==> src/rtl/seq_loader.sv <==
// seq_loader: packs an ASCII nucleotide stream (reference then query) into 2-bit BRAM words
//   clk, rst                 clock, synchronous active-high reset
//   start                    begin a load (honoured in IDLE only)
//   in_char/valid/last/ready character stream handshake
//   rwr_*, qwr_*             reference / query BRAM word write ports
//   ref_len, query_len       stored character counts (saturate at TILE_SIZE)
//   done                     one-cycle pulse once both sequences are loaded
//   err_char, err_ovf        sticky non-ACGT / over-length flags
module seq_loader #(
  parameter int TILE_SIZE       = 512,
  parameter int LOG_TILE_SIZE   = $clog2(TILE_SIZE),
  parameter int DATA_WIDTH      = 16,
  parameter int BLOCK_WIDTH     = 8,
  parameter int LOG_BLOCK_WIDTH = $clog2(BLOCK_WIDTH),
  parameter int CHAR_WIDTH      = DATA_WIDTH / BLOCK_WIDTH,
  parameter int ADDR_WIDTH      = LOG_TILE_SIZE - LOG_BLOCK_WIDTH
) (
  input  logic                    clk,
  input  logic                    rst,
  input  logic                    start,
  input  logic [7:0]              in_char,
  input  logic                    in_valid,
  input  logic                    in_last,
  output logic                    in_ready,
  output logic                    rwr_en,
  output logic [ADDR_WIDTH-1:0]   rwr_addr,
  output logic [DATA_WIDTH-1:0]   rwr_data,
  output logic                    qwr_en,
  output logic [ADDR_WIDTH-1:0]   qwr_addr,
  output logic [DATA_WIDTH-1:0]   qwr_data,
  output logic [LOG_TILE_SIZE:0]  ref_len,
  output logic [LOG_TILE_SIZE:0]  query_len,
  output logic                    done,
  output logic                    err_char,
  output logic                    err_ovf
);
  localparam logic [1:0] IDLE = 2'd0, LOAD_REF = 2'd1, LOAD_QRY = 2'd2, FIN = 2'd3;
  localparam int LW = LOG_TILE_SIZE + 1;
  logic [1:0] state_q, state_d;
  logic [DATA_WIDTH-1:0] buf_q, buf_d, wr_data_q, wr_data_d, packed_w;
  logic [ADDR_WIDTH-1:0] wr_addr_q, wr_addr_d;
  logic rwr_en_q, rwr_en_d, qwr_en_q, qwr_en_d;
  logic [LW-1:0] ref_len_q, ref_len_d, query_len_q, query_len_d, n, n_next;
  logic err_char_q, err_char_d, err_ovf_q, err_ovf_d;
  logic loading, is_ref, acc, stored, bad, wr, clear;
  logic [7:0] uc;
  logic [1:0] code;
  always_comb begin
    // clearing bit 5 folds lower-case letters onto upper-case
    uc = in_char & 8'hDF;
    code = uc == 8'h43 ? 2'd1 : uc == 8'h47 ? 2'd2 : uc == 8'h54 ? 2'd3 : 2'd0;
    bad = !(uc == 8'h41 || uc == 8'h43 || uc == 8'h47 || uc == 8'h54);
    loading = state_q == LOAD_REF || state_q == LOAD_QRY;
    is_ref = state_q == LOAD_REF;
    acc = in_valid && loading;
    clear = state_q == IDLE && start;
    // the running length doubles as the index of the incoming character
    n = is_ref ? ref_len_q : query_len_q;
    stored = n < LW'(TILE_SIZE);
    n_next = stored ? n + 1'b1 : n;
    packed_w = buf_q | (DATA_WIDTH'(code) << (CHAR_WIDTH * n[LOG_BLOCK_WIDTH-1:0]));
    wr = acc && stored && (&n[LOG_BLOCK_WIDTH-1:0] || in_last);
    state_d = state_q == IDLE ? (start ? LOAD_REF : IDLE) :
              state_q == FIN ? IDLE :
              (acc && in_last) ? state_q + 2'd1 : state_q;
    ref_len_d = clear ? '0 : (acc && is_ref) ? n_next : ref_len_q;
    query_len_d = clear ? '0 : (acc && !is_ref) ? n_next : query_len_q;
    err_char_d = !clear && (err_char_q || (acc && bad));
    err_ovf_d = !clear && (err_ovf_q || (acc && !stored));
    buf_d = clear ? '0 : !(acc && stored) ? buf_q : wr ? '0 : packed_w;
    rwr_en_d = wr && is_ref;
    qwr_en_d = wr && !is_ref;
    wr_addr_d = wr ? n[LOG_TILE_SIZE-1:LOG_BLOCK_WIDTH] : wr_addr_q;
    wr_data_d = wr ? packed_w : wr_data_q;
  end
  always_ff @(posedge clk) begin
    if (rst) begin
      state_q <= IDLE;
      buf_q <= '0;
      wr_data_q <= '0;
      wr_addr_q <= '0;
      rwr_en_q <= 1'b0;
      qwr_en_q <= 1'b0;
      ref_len_q <= '0;
      query_len_q <= '0;
      err_char_q <= 1'b0;
      err_ovf_q <= 1'b0;
    end else begin
      state_q <= state_d;
      buf_q <= buf_d;
      wr_data_q <= wr_data_d;
      wr_addr_q <= wr_addr_d;
      rwr_en_q <= rwr_en_d;
      qwr_en_q <= qwr_en_d;
      ref_len_q <= ref_len_d;
      query_len_q <= query_len_d;
      err_char_q <= err_char_d;
      err_ovf_q <= err_ovf_d;
    end
  end
  assign in_ready = loading;
  assign done = state_q == FIN;
  assign rwr_en = rwr_en_q;
  assign qwr_en = qwr_en_q;
  assign rwr_addr = wr_addr_q;
  assign qwr_addr = wr_addr_q;
  assign rwr_data = wr_data_q;
  assign qwr_data = wr_data_q;
  assign ref_len = ref_len_q;
  assign query_len = query_len_q;
  assign err_char = err_char_q;
  assign err_ovf = err_ovf_q;
endmodule

==> config.mk <==
export PLATFORM = sky130hd
export DESIGN_NAME = seq_loader
export DESIGN_NICKNAME = d
export VERILOG_FILES = /design/src/rtl/seq_loader.sv
export SDC_FILE = /design/constraint.sdc
export NUM_CORES = 1
export LEC_CHECK = 0
export BUFFER_PORTS_ARGS = -buffer_cell sky130_fd_sc_hd__buf_4
export CAP_MARGIN = 5
export CORE_ASPECT_RATIO = 0.7
export CORE_UTILIZATION = 45
export DETAILED_ROUTE_END_ITERATION = 10
export PLACE_DENSITY = 0.67
export SYNTH_ARGS = -nofsm -noshare
export SYNTH_HDL_FRONTEND = slang
export SYNTH_SLANG_ARGS = --single-unit
==> constraint.sdc <==
create_clock -name clk -period 4.2 [get_ports clk]
set_input_delay 0.21 -clock clk [delete_from_list [all_inputs] [get_ports clk]]
set_output_delay 0.21 -clock clk [all_outputs]
set_load 0.03 [all_outputs]
==> results of run 1 <==
-- registers in the layout (all words and copies together) (netlist names) --
register   flops
state_q        2
ref_len       10
err_ovf        1
qwr_data      16
buf_q         16
query_len     10
qwr_addr       6
rwr_en         1
qwr_en         1
err_char       1
-- kinds of logic (layout without fill, tap and decap cells) --
family,after synthesis,after routing,synth area share (%)
fa+ha+maj,6,6,2.35
simple gates,131,131,22.4
buf+inv,55,110,10.3
mux,11,11,3.64
flops,64,64,40.1
compound gates,81,81,19.1
xor+xnor,8,8,2.19
-- worst register-to-register path: cells and delay by family, from the launching register on --
| kind | cells | cell delay [ns] |
|---|---|---|
| flops | 1 | 0.34 |
| mux | 1 | 0.32 |
| buf+inv | 2 | 0.22 |
| fa+ha+maj | 3 | 0.84 |
| simple gates | 2 | 0.67 |
| compound gates | 2 | 0.73 |
-- stage by stage --
stage,hold WS [ns],power [uW],setup slack (ns)
CTS,0.221,1510,1.02
finish,0.234,1510,1.02
global placement,0.447,903,1.16
detailed placement,0.451,907,1.08
floorplan,0.390,846,1.26
global route,0.225,1560,0.748
-- per-layer routing --
layer / vias up / routed length, um
li1: 1386 / -
met1: 1370 / 4280
met2: 128 / 3550
met3: 13 / 644
met4: 0 / 113
met5: - / 0
-- area by class of cell --
type                       instances  share of cell area (%)
clock inverter                     7                    2.57
multi-input combinational        237                    41.1
clock buffer                       9                    3.19
sequential                        64                    33.0
tap                               94                    3.03
inverter                          10                   0.966
timing repair buffer              84                    16.2
-- path summary, 6_finish.rpt --
check | start | end | slack [ns]
setup / recovery | state_q[1]$_SDFFE_PP0P_ | buf_q[3]$_SDFFE_PP0P_ | 1.02
hold / removal | in_last | state_q[1]$_SDFFE_PP0P_ | 0.23
setup reg to reg | state_q[1]$_SDFFE_PP0P_ | buf_q[3]$_SDFFE_PP0P_ | 1.02
hold reg to reg | buf_q[9]$_SDFFE_PP0P_ | buf_q[9]$_SDFFE_PP0P_ | 0.47
-- cell usage in the layout, fill, tap and decap left out, drive strengths merged, types with 5 or more instances in the layout --
master  netlist  final
o31ai         8      8
buf          32     84
inv          10     13
o21ai         6      6
or3           5      5
a22o          9      9
xnor2         7      7
a311oi       15     15
dfxtp        64     64
nor3         20     20
clkbuf       13      9
a211oi       12     12
a21oi        10     10
ha            6      6
or4           5      5
mux2i         9      9
nor2         44     44
nand3         6      6
nand2b        7      7
nand2        16     16
-- power groups by stage --
stage	Clock [uW]	Combinational, uW	Sequential, uW
after global routing	641	278	641
after global placement	0	251	652
after detailed placement	0	253	653
final	611	256	639
after floorplan	0	167	679
after CTS	617	256	639
==> metrics.yaml, run 1 <==
power_and_ir_drop:
  power.share.combinational_pct: 17.0
  vdd.ir_drop.worst_mv: 0.172
  power_frac_seq_pct: 42.4
  cellLeakagePower_uw: 0.00152
  cellPowerDensity_mw_per_mm2: 387
  p_sw_share_pct: 30.2
  p_int_uw: 1050
  net_sw_power_uw: 454
  clock_power_share_pct: 40.6
cells_and_area:
  total_of_fill_cells_in_the_finished_design: 666
  syn_to_final_growth_pct: 21.7
  finish.instance_area_sq_mm: 0.00389
  n_antenna_cell: 0
  postLayoutCoreUtil_pct: 57.0
  multi_input_area_sq_mm: 0.00160
  final_layout_size_suffix_gt1_share_pct: 26.5
  num-nets-final: 425
  final_cells: 505
  final-seq-area_sq_mm: 0.00128
cts:
  ctsRootBufferMaster: "clkbuf_8"
  tritoncts: "done"
  numClockSinks: 64
  cts_hold_buf: 0
  worst_setup_hold_path_clk_slew_ns: 0.08
  cts.path.max_buffers: 2
  post_cts.resized_instances: 0
  clock_buffer_count_from_cts: 9
  htreeDepth: 3
  clock_insertion_delay_worst_skew_ns: 0.35
  post-cts-setup-buffers: 0
sta:
  final.min_clock_period_ns: 3.18
  achievable-frequency_mhz: 315
  post-route-period-util_pct: 75.7
  worst_clock_skew_ns: 0.0103
  slew_violations: 0
  rsz0062_at_grt: "false"
  worst_pin_slew_ns: 1.03
  fin_setup_tns_ns: 0
  final_hold_viol_count: 0
  max_slew_margin_pct: 31.2
  setup-violations-final: 0
floorplan:
  die_h_um: 72.5
  ios: 83
  design.core.area_sq_mm: 0.00682
  floorplan.initialDensity_pct: 46.9
  die-width_um: 103
  core_rows: 25
  total_die_area_sq_mm: 0.00745
route:
  route.detailed.vias_per_inst: 5.74
  wire_per_inst_um: 17.0
  initialDrtViolationCount: 184
  routed-via-count: 2897
  route.final.wire_length_um: 8580
  first_pass_iteration_count_of_the_detailed_router: 4
  drc: 0
  postRouteAntennaNets: 0
critical_path:
  crit_path_max_incr_delay_ns: 0.54
  cp-start-kind: "flop"
  timing.reg2reg.worst_path_depth: 10
  setup.worst_path.class: "reg -> reg"
  crit_family: "adder cells"
  critical_path_cell_count: 10
  timing.critical_path.slowest_stage_cell: "a2111oi_0"
  worst-path-buf-inv: 2
  path_cells: "inv_1 > ha_1 > mux2i_1 > inv_1 > ha_1 > ha_1 > a2111oi_0 > nand3_1 > nor4b_4 > a22o_1"
  worst_ep_required_time_ns: 4.49
  setup.worst_path.end_class: "flop"
  cpMostUsedCell: "ha_1"
  critPathArrivalTime_ns: 3.47
  cp_max_fo: 9
yosys:
  synthDistinctLibCells: 52
  fraction_of_the_yosys_area_taken_by_sequential_cells_pct: 40.1
  yosysMostFrequentCell: "dfxtp_1"
  synth_top_cell_area_share_pct: 40.1
  syn-num-nets: 375
  cell_taking_the_most_area_after_synthesis: "dfxtp_1"
  yosys_register_bits: 64
  synth_area_per_cell_sq_um: 8.98
  synth_edf_count: 0
  netlist_area_sq_mm: 0.00320
  top_cells_by_count_synth: "64 x dfxtp_1, 44 x nor2_1, 25 x buf_4, 20 x nor3_1, 16 x nand2_1"
  synth_area_leaders: "dfxtp_1 40%, buf_4 5.9%, nor2_1 5.2%, a311oi_1 4.1%, nor3_1 3.1%"
  synthCells: 356
  yosys_most_used_dff: "dfxtp_1"
  synth_async_sr_flop_share_pct: 0
  synth_warn: 0
placed_design:
  placed_cell_area_sq_mm: 0.00366
  placer_s_final_routability_congestion_estimate: 0.844
  dpl.hpwl_um: 6060
  port_buffers: 81
  placedCellCount: 489
min_path:
  worst_hold_path_type: "in -> reg"
  whs_path_depth: 3
grt:
  grt_util_met3_pct: 7.03
  wire_length_of_the_first_global_routing_pass_um: 13700
  global_route.peak_usage_layer: "met1"
  number_of_global_route_vias_before_repair: 2588
  grt_overflow_total: 0
  grt_max_degree: 32
  grt_antenna_before_repair: 0
  gr-usage-all-layers_pct: 24.5
  groute.layer.met2.usage_pct: 34.2
  grtUsageMet1_pct: 35.8
run_status:
  outcome: "finished clean"
flow_run:
  maxCapViolCount: 0
Power figures use the tool's default switching activity.
==> inputs of run 2 (changes only) <==
--- a/config.mk
+++ b/config.mk
@@ -5,12 +5,13 @@
 export SDC_FILE = /design/constraint.sdc
 export NUM_CORES = 1
 export LEC_CHECK = 0
+export ABC_AREA = 1
 export BUFFER_PORTS_ARGS = -buffer_cell sky130_fd_sc_hd__buf_4
 export CAP_MARGIN = 5
 export CORE_ASPECT_RATIO = 0.7
 export CORE_UTILIZATION = 45
 export DETAILED_ROUTE_END_ITERATION = 10
-export PLACE_DENSITY = 0.67
+export PLACE_DENSITY = 0.69
 export SYNTH_ARGS = -nofsm -noshare
 export SYNTH_HDL_FRONTEND = slang
 export SYNTH_SLANG_ARGS = --single-unit
==> constraint.sdc (replaced) <==
create_clock -name clk -period 2.7 [get_ports clk]
set_input_delay 0.135 -clock clk [delete_from_list [all_inputs] [get_ports clk]]
set_output_delay 0.135 -clock clk [all_outputs]
set_load 0.03 [all_outputs]
==> run 2 against run 1 <==
Final cell count rose by 19%. Via count is 2.2% higher. Largest power group unchanged. Synthesized cell count rose by 22%. Largest cell class unchanged. Global-route usage down 4.2 points. Flip-flop and latch count stayed put. Combinational power increased to 2.9 times the previous value. Maximum frequency grew 28%. Utilization up 1.6 points. Count of clock-buffer cells in the layout rose by 3.
==> metrics.yaml, run 2 <==
cells_and_area:
  n_antenna_cell: 0
  most-common-layout-cells: "93 x buf_4, 69 x nand2_1, 64 x dfxtp_1"
  final_common_cell: "buf_4"
  final-seq-area_sq_mm: 0.00128
  finish.instance_area_sq_mm: 0.00405
  multi_input_area_sq_mm: 0.00146
  total_of_fill_cells_in_the_finished_design: 623
  syn_to_final_growth_pct: 22.9
  final_layout_size_suffix_gt1_share_pct: 26.7
  num-nets-final: 521
  final_cells: 600
sta:
  layout_setup_ws_ns: 0.223
  post-route-period-util_pct: 91.8
  rsz0062_at_grt: "false"
  worst_clock_skew_ns: 0.00562
  final_hold_viol_count: 0
  setup-violations-final: 0
  worst_pin_slew_ns: 0.495
  final.min_clock_period_ns: 2.48
  fin_setup_tns_ns: 0
  max_slew_margin_pct: 67.0
  achievable-frequency_mhz: 404
  slew_violations: 0
placed_design:
  port_buffers: 81
  placedCellCount: 581
  placer_s_final_routability_congestion_estimate: 0.894
  place_worst_setup_slack_ns: 0.0929
  dpl.hpwl_um: 5510
  placed_cell_area_sq_mm: 0.00380
flow_run:
  maxCapViolCount: 0
cts:
  worst_setup_hold_path_clk_slew_ns: 0.07
  tritoncts: "done"
  clock_buffer_count_from_cts: 9
  cts.path.max_buffers: 2
  htreeDepth: 3
  numClockSinks: 64
  clock_insertion_delay_worst_skew_ns: 0.34
  ctsRootBufferMaster: "clkbuf_8"
grt:
  grt_util_met3_pct: 6.12
  grt_overflow_total: 0
  number_of_global_route_vias_before_repair: 2560
  grt_antenna_before_repair: 0
  groute.layer.met2.usage_pct: 30.6
  grtUsageMet1_pct: 28.3
  grt_max_degree: 42
  wire_length_of_the_first_global_routing_pass_um: 12300
  global_route.peak_usage_layer: "met2"
  gr-usage-all-layers_pct: 20.3
critical_path:
  setup.worst_path.end_class: "flop"
  crit_path_max_incr_delay_ns: 0.40
  timing.critical_path.slowest_stage_cell: "dfxtp_1"
  setup.worst_path.class: "reg -> reg"
  path_cells: "inv_1 > ha_2 > buf_4 > inv_8 > nand2_1 > nand2_2 > ha_1 > ha_1 > o21ai_4 > inv_4 > nand3_1 > nand2_1 > inv_1"
  crit_family: "buffers and inverters"
  cp_max_fo: 41
  critPathArrivalTime_ns: 2.72
  cp-start-kind: "flop"
  critPathLaunch: "state_q[1]$_SDFFE_PP0P_"
  crit-reg2reg-launch: "state_q[1]$_SDFFE_PP0P_"
  worst_ep_required_time_ns: 2.94
  worst-path-buf-inv: 5
run_status:
  outcome: "finished clean"
floorplan:
  core_rows: 25
  design.core.area_sq_mm: 0.00691
  die_h_um: 73.6
  floorplan.initialDensity_pct: 47.7
  ios: 83
  total_die_area_sq_mm: 0.00768
  die-width_um: 104
power_and_ir_drop:
  p_int_uw: 1810
  power_frac_seq_pct: 38.6
  cellLeakagePower_uw: 0.00188
  cellPowerDensity_mw_per_mm2: 662
  clock_power_share_pct: 34.1
  p_sw_share_pct: 32.4
  power.share.combinational_pct: 27.3
  post_route_total_power_uw: 2680
  net_sw_power_uw: 870
  vdd.ir_drop.worst_mv: 0.326
yosys:
  fraction_of_the_yosys_area_taken_by_sequential_cells_pct: 38.9
  synth_warn: 0
  yosys_register_bits: 64
  synth_top_cell_area_share_pct: 38.9
  syn-num-nets: 454
  synthCells: 435
  yosysMostFrequentCell: "nand2_1"
  synthDistinctLibCells: 31
  synth_area_leaders: "dfxtp_1 39%, nand2_1 7.9%, inv_1 7.1%, buf_4 5.7%, a21oi_1 5.6%"
  synth_edf_count: 0
  synth_async_sr_flop_share_pct: 0
  synth_area_per_cell_sq_um: 7.58
  cell_taking_the_most_area_after_synthesis: "dfxtp_1"
  top_cells_by_count_synth: "69 x nand2_1, 64 x dfxtp_1, 62 x inv_1, 37 x a21oi_1, 32 x nand3_1"
  netlist_area_sq_mm: 0.00330
  yosys_most_used_dff: "dfxtp_1"
route:
  routed-via-count: 2960
  postRouteAntennaNets: 0
  drc: 0
  initialDrtViolationCount: 178
  route.final.wire_length_um: 7640
  route.detailed.vias_per_inst: 4.93
  wire_per_inst_um: 12.7
  first_pass_iteration_count_of_the_detailed_router: 4
min_path:
  worst_hold_path_type: "in -> reg"
  hp-start: "start"
## run 2: cell count changes after synthesis, moves of 19 or more
cell,previous run,this run
o21a_1,1,20
a21oi_1,10,37
o21ai_0,6,29
nand2_1,16,69
nand3_1,6,32
nor2_1,44,16
inv_1,10,62
## run 2: cells by family (layout without fill, tap and decap cells)
logic type | Yosys count | in the layout | synth area share (%)
simple gates | 158 | 158 | 24.0
buf+inv | 107 | 178 | 17.0
compound gates | 98 | 98 | 17.2
flops | 64 | 64 | 38.9
fa+ha+maj | 6 | 6 | 2.28
xor+xnor | 2 | 2 | 0.532
## run 2: cell type report
class / instances / share of cell area, %
clock inverter: 3 / 1.61
multi-input combinational: 264 / 35.9
inverter: 69 / 6.64
clock buffer: 12 / 3.83
tap: 94 / 2.90
timing repair buffer: 94 / 17.5
sequential: 64 / 31.6
## run 2: worst min-delay path, delay by kind of cell
| kind | cells | cell delay [ns] |
|---|---|---|
| AOI/OAI and AO/OA | 2 | 0.17 |
| buffers and inverters | 1 | 0.08 |
## run 2: timing repair
| item | in CTS | in global routing |
|---|---|---|
| buffers inserted | 0 | 3 |
| endpoints found under the hold margin | 1 | 0 |
| resized for setup | 0 | 1 |
| setup endpoints to repair | 0 | 35 |
| hold buffers | 1 | 0 |
## run 2: path summary, 6_finish.rpt
path / slack (ns) / to / cells after the start
worst min register to register: 0.47 / buf_q[1]$_SDFFE_PP0P_ / 2
worst max register to register: 0.22 / qwr_data[13]$_SDFFE_PP0P_ / 13
worst min-delay path: 0.09 / state_q[0]$_SDFFE_PP0P_ / 3
worst max-delay path: 0.22 / qwr_data[13]$_SDFFE_PP0P_ / 13
## run 2: layer usage
metal,routed length [um],vias to the layer above
li1,-,1530
met1,3930,1340
met2,3190,85
met3,483,5
met4,41,0
met5,0,-
## run 2: power by group through the flow
stage               clock network [uW]  registers [uW]  logic [uW]
floorplan                            0            1140         452
global placement                     0            1050         696
detailed placement                   0            1060         704
CTS                                944            1040         707
global route                       983            1040         788
finish                             916            1040         732
## run 2: per-stage QoR
stage | utilization [%] | hold WS [ns]
after floorplan | - | 0.300
after global placement | 54.9 | 0.369
after CTS | 58.2 | 0.0671
after detailed placement | 54.9 | 0.374
final | 58.6 | 0.0858
after global routing | 58.6 | 0.0976
==> inputs of run 3 (changes only) <==
--- a/config.mk
+++ b/config.mk
@@ -11,7 +11,7 @@
 export CORE_ASPECT_RATIO = 0.7
 export CORE_UTILIZATION = 45
 export DETAILED_ROUTE_END_ITERATION = 10
-export PLACE_DENSITY = 0.69
+export PLACE_DENSITY = 0.66
 export SYNTH_ARGS = -nofsm -noshare
 export SYNTH_HDL_FRONTEND = slang
 export SYNTH_SLANG_ARGS = --single-unit
==> constraint.sdc (replaced) <==
create_clock -name clk -period 3 [get_ports clk]
set_input_delay 0.15 -clock clk [delete_from_list [all_inputs] [get_ports clk]]
set_output_delay 0.15 -clock clk [all_outputs]
set_load 0.03 [all_outputs]
==> run 3 against run 2 <==
Maximum frequency is 8.0% lower. Utilization is 1.6 points lower. Combinational power is 15% lower. Global-route usage is 0.51 points higher. Routed wire length is 0.59% lower. Critical path depth is 1 lower. Clock skew is 0.0023 ns higher.
==> metrics.yaml, run 3 (same netlist as run 2, synthesis figures left out) <==
run_status:
  outcome: "finished clean"
grt:
  wire_length_of_the_first_global_routing_pass_um: 12400
  gr-usage-all-layers_pct: 20.8
  grt_overflow_total: 0
  grt_antenna_before_repair: 0
  number_of_global_route_vias_before_repair: 2504
  grt_max_degree: 42
floorplan:
  design.core.area_sq_mm: 0.00691
  core_rows: 25
  floorplan.initialDensity_pct: 47.7
  die-width_um: 104
  ios: 83
  total_die_area_sq_mm: 0.00768
  die_h_um: 73.6
route:
  initialDrtViolationCount: 181
  first_pass_iteration_count_of_the_detailed_router: 4
  wire_per_inst_um: 12.8
  routed-via-count: 2911
  postRouteAntennaNets: 0
  route.final.wire_length_um: 7600
  drc: 0
  route.detailed.vias_per_inst: 4.92
cells_and_area:
  final_layout_size_suffix_gt1_share_pct: 25.7
  final_common_cell: "buf_4"
  multi_input_area_sq_mm: 0.00145
  total_of_fill_cells_in_the_finished_design: 663
  finish.instance_area_sq_mm: 0.00394
  most-common-layout-cells: "86 x buf_4, 69 x nand2_1, 64 x dfxtp_1"
  num-nets-final: 513
  final-seq-area_sq_mm: 0.00128
  syn_to_final_growth_pct: 19.5
  n_antenna_cell: 0
sta:
  achievable-frequency_mhz: 371
  worst_hold_slack_ns: 0.0228
  fin_setup_tns_ns: 0
  rsz0062_at_grt: "false"
  worst_clock_skew_ns: 0.00791
  worst_pin_slew_ns: 0.580
  post-route-period-util_pct: 89.8
  final.min_clock_period_ns: 2.69
  final_hold_viol_count: 0
  setup-violations-final: 0
  slew_violations: 0
  max_slew_margin_pct: 61.3
critical_path:
  timing.rr.end: "qwr_data[5]$_SDFFE_PP0P_"
  worst-path-buf-inv: 4
  crit-reg2reg-launch: "state_q[1]$_SDFFE_PP0P_"
  worst-r2r-setup-slack_ns: 0.31
  timing.critical_path.slowest_stage_cell: "ha_1"
  path_cells: "inv_1 > ha_1 > nand2_2 > o21ai_4 > inv_2 > ha_1 > ha_1 > o21ai_4 > inv_4 > o21a_1 > nand2_1 > inv_1"
  setup.worst_path.class: "reg -> reg"
  crit_family: "adder cells"
  setup.worst_path.end_class: "flop"
  timing.reg2reg.worst_path_depth: 12
  cp_max_fo: 41
  critPathLaunch: "state_q[1]$_SDFFE_PP0P_"
  cpMostUsedCell: "ha_1"
  worst_ep_required_time_ns: 3.25
  critical_path_cell_count: 12
  crit_path_max_incr_delay_ns: 0.52
  critPathArrivalTime_ns: 2.95
  cp-start-kind: "flop"
cts:
  ctsRootBufferMaster: "clkbuf_8"
  post-cts-setup-buffers: 0
  tritoncts: "done"
  worst_setup_hold_path_clk_slew_ns: 0.07
  clock_buffer_count_from_cts: 9
  post_cts.resized_instances: 0
  numClockSinks: 64
  cts.path.max_buffers: 2
  clock_insertion_delay_worst_skew_ns: 0.35
  cts_hold_buf: 0
  htreeDepth: 3
power_and_ir_drop:
  vdd.ir_drop.worst_mv: 0.264
  cellPowerDensity_mw_per_mm2: 561
  cellLeakagePower_uw: 0.00181
placed_design:
  dpl.hpwl_um: 5510
  placer_s_final_routability_congestion_estimate: 0.853
  port_buffers: 81
  placed_cell_area_sq_mm: 0.00377
min_path:
  worst_hold_path_type: "in -> reg"
  whs_path_depth: 2
  whs_endpoint: "state_q[1]$_SDFFE_PP0P_"
  hp-start: "rst"
flow_run:
  maxCapViolCount: 0
[run 3: stage by stage]
| step | total power [uW] | utilization (%) | setup WS [ns] | cells |
|---|---|---|---|---|
| floorplan | 1430 | - | 0.579 | 435 |
| CTS | 2230 | 57.0 | 0.281 | 592 |
| global placement | 1570 | 54.5 | 0.341 | 577 |
| finish | 2210 | 57.0 | 0.306 | 592 |
| global route | 2320 | 57.0 | 0.0869 | 592 |
| detailed placement | 1570 | 54.5 | 0.304 | 577 |
[run 3: worst max path at each step]
stage / slack [ns] / endpoint
detailed placement: 0.30 / qwr_data[5]$_SDFFE_PP0P_
CTS: 0.28 / qwr_data[5]$_SDFFE_PP0P_
global route: 0.09 / qwr_data[7]$_SDFFE_PP0P_
finish: 0.31 / qwr_data[5]$_SDFFE_PP0P_
global placement: 0.34 / qwr_data[8]$_SDFFE_PP0P_
floorplan: 0.58 / qwr_data[13]$_SDFFE_PP0P_
[run 3: metal layers]
layer  track usage (%)  up-vias  wire, um
met5                 0        -         0
met4              7.14        0        67
met3              5.77        7       605
met2              28.8       99      3060
met1              30.5     1299      3860
li1                  -     1506         -
[run 3: report_power, final]
part           switching (uW)  internal [uW]
logic                     422            203
registers                36.8            894
clock network             336            315
total                     795           1410
[run 3: layout make-up]
cell class              instances  share of cell area, %
clock buffers                  10                   3.50
well taps                      94                   2.99
repair buffers                 86                   16.4
inverters                      69                   6.83
multi-input cells             264                   36.9
flip-flops and latches         64                   32.5
clock inverters                 5                  0.858
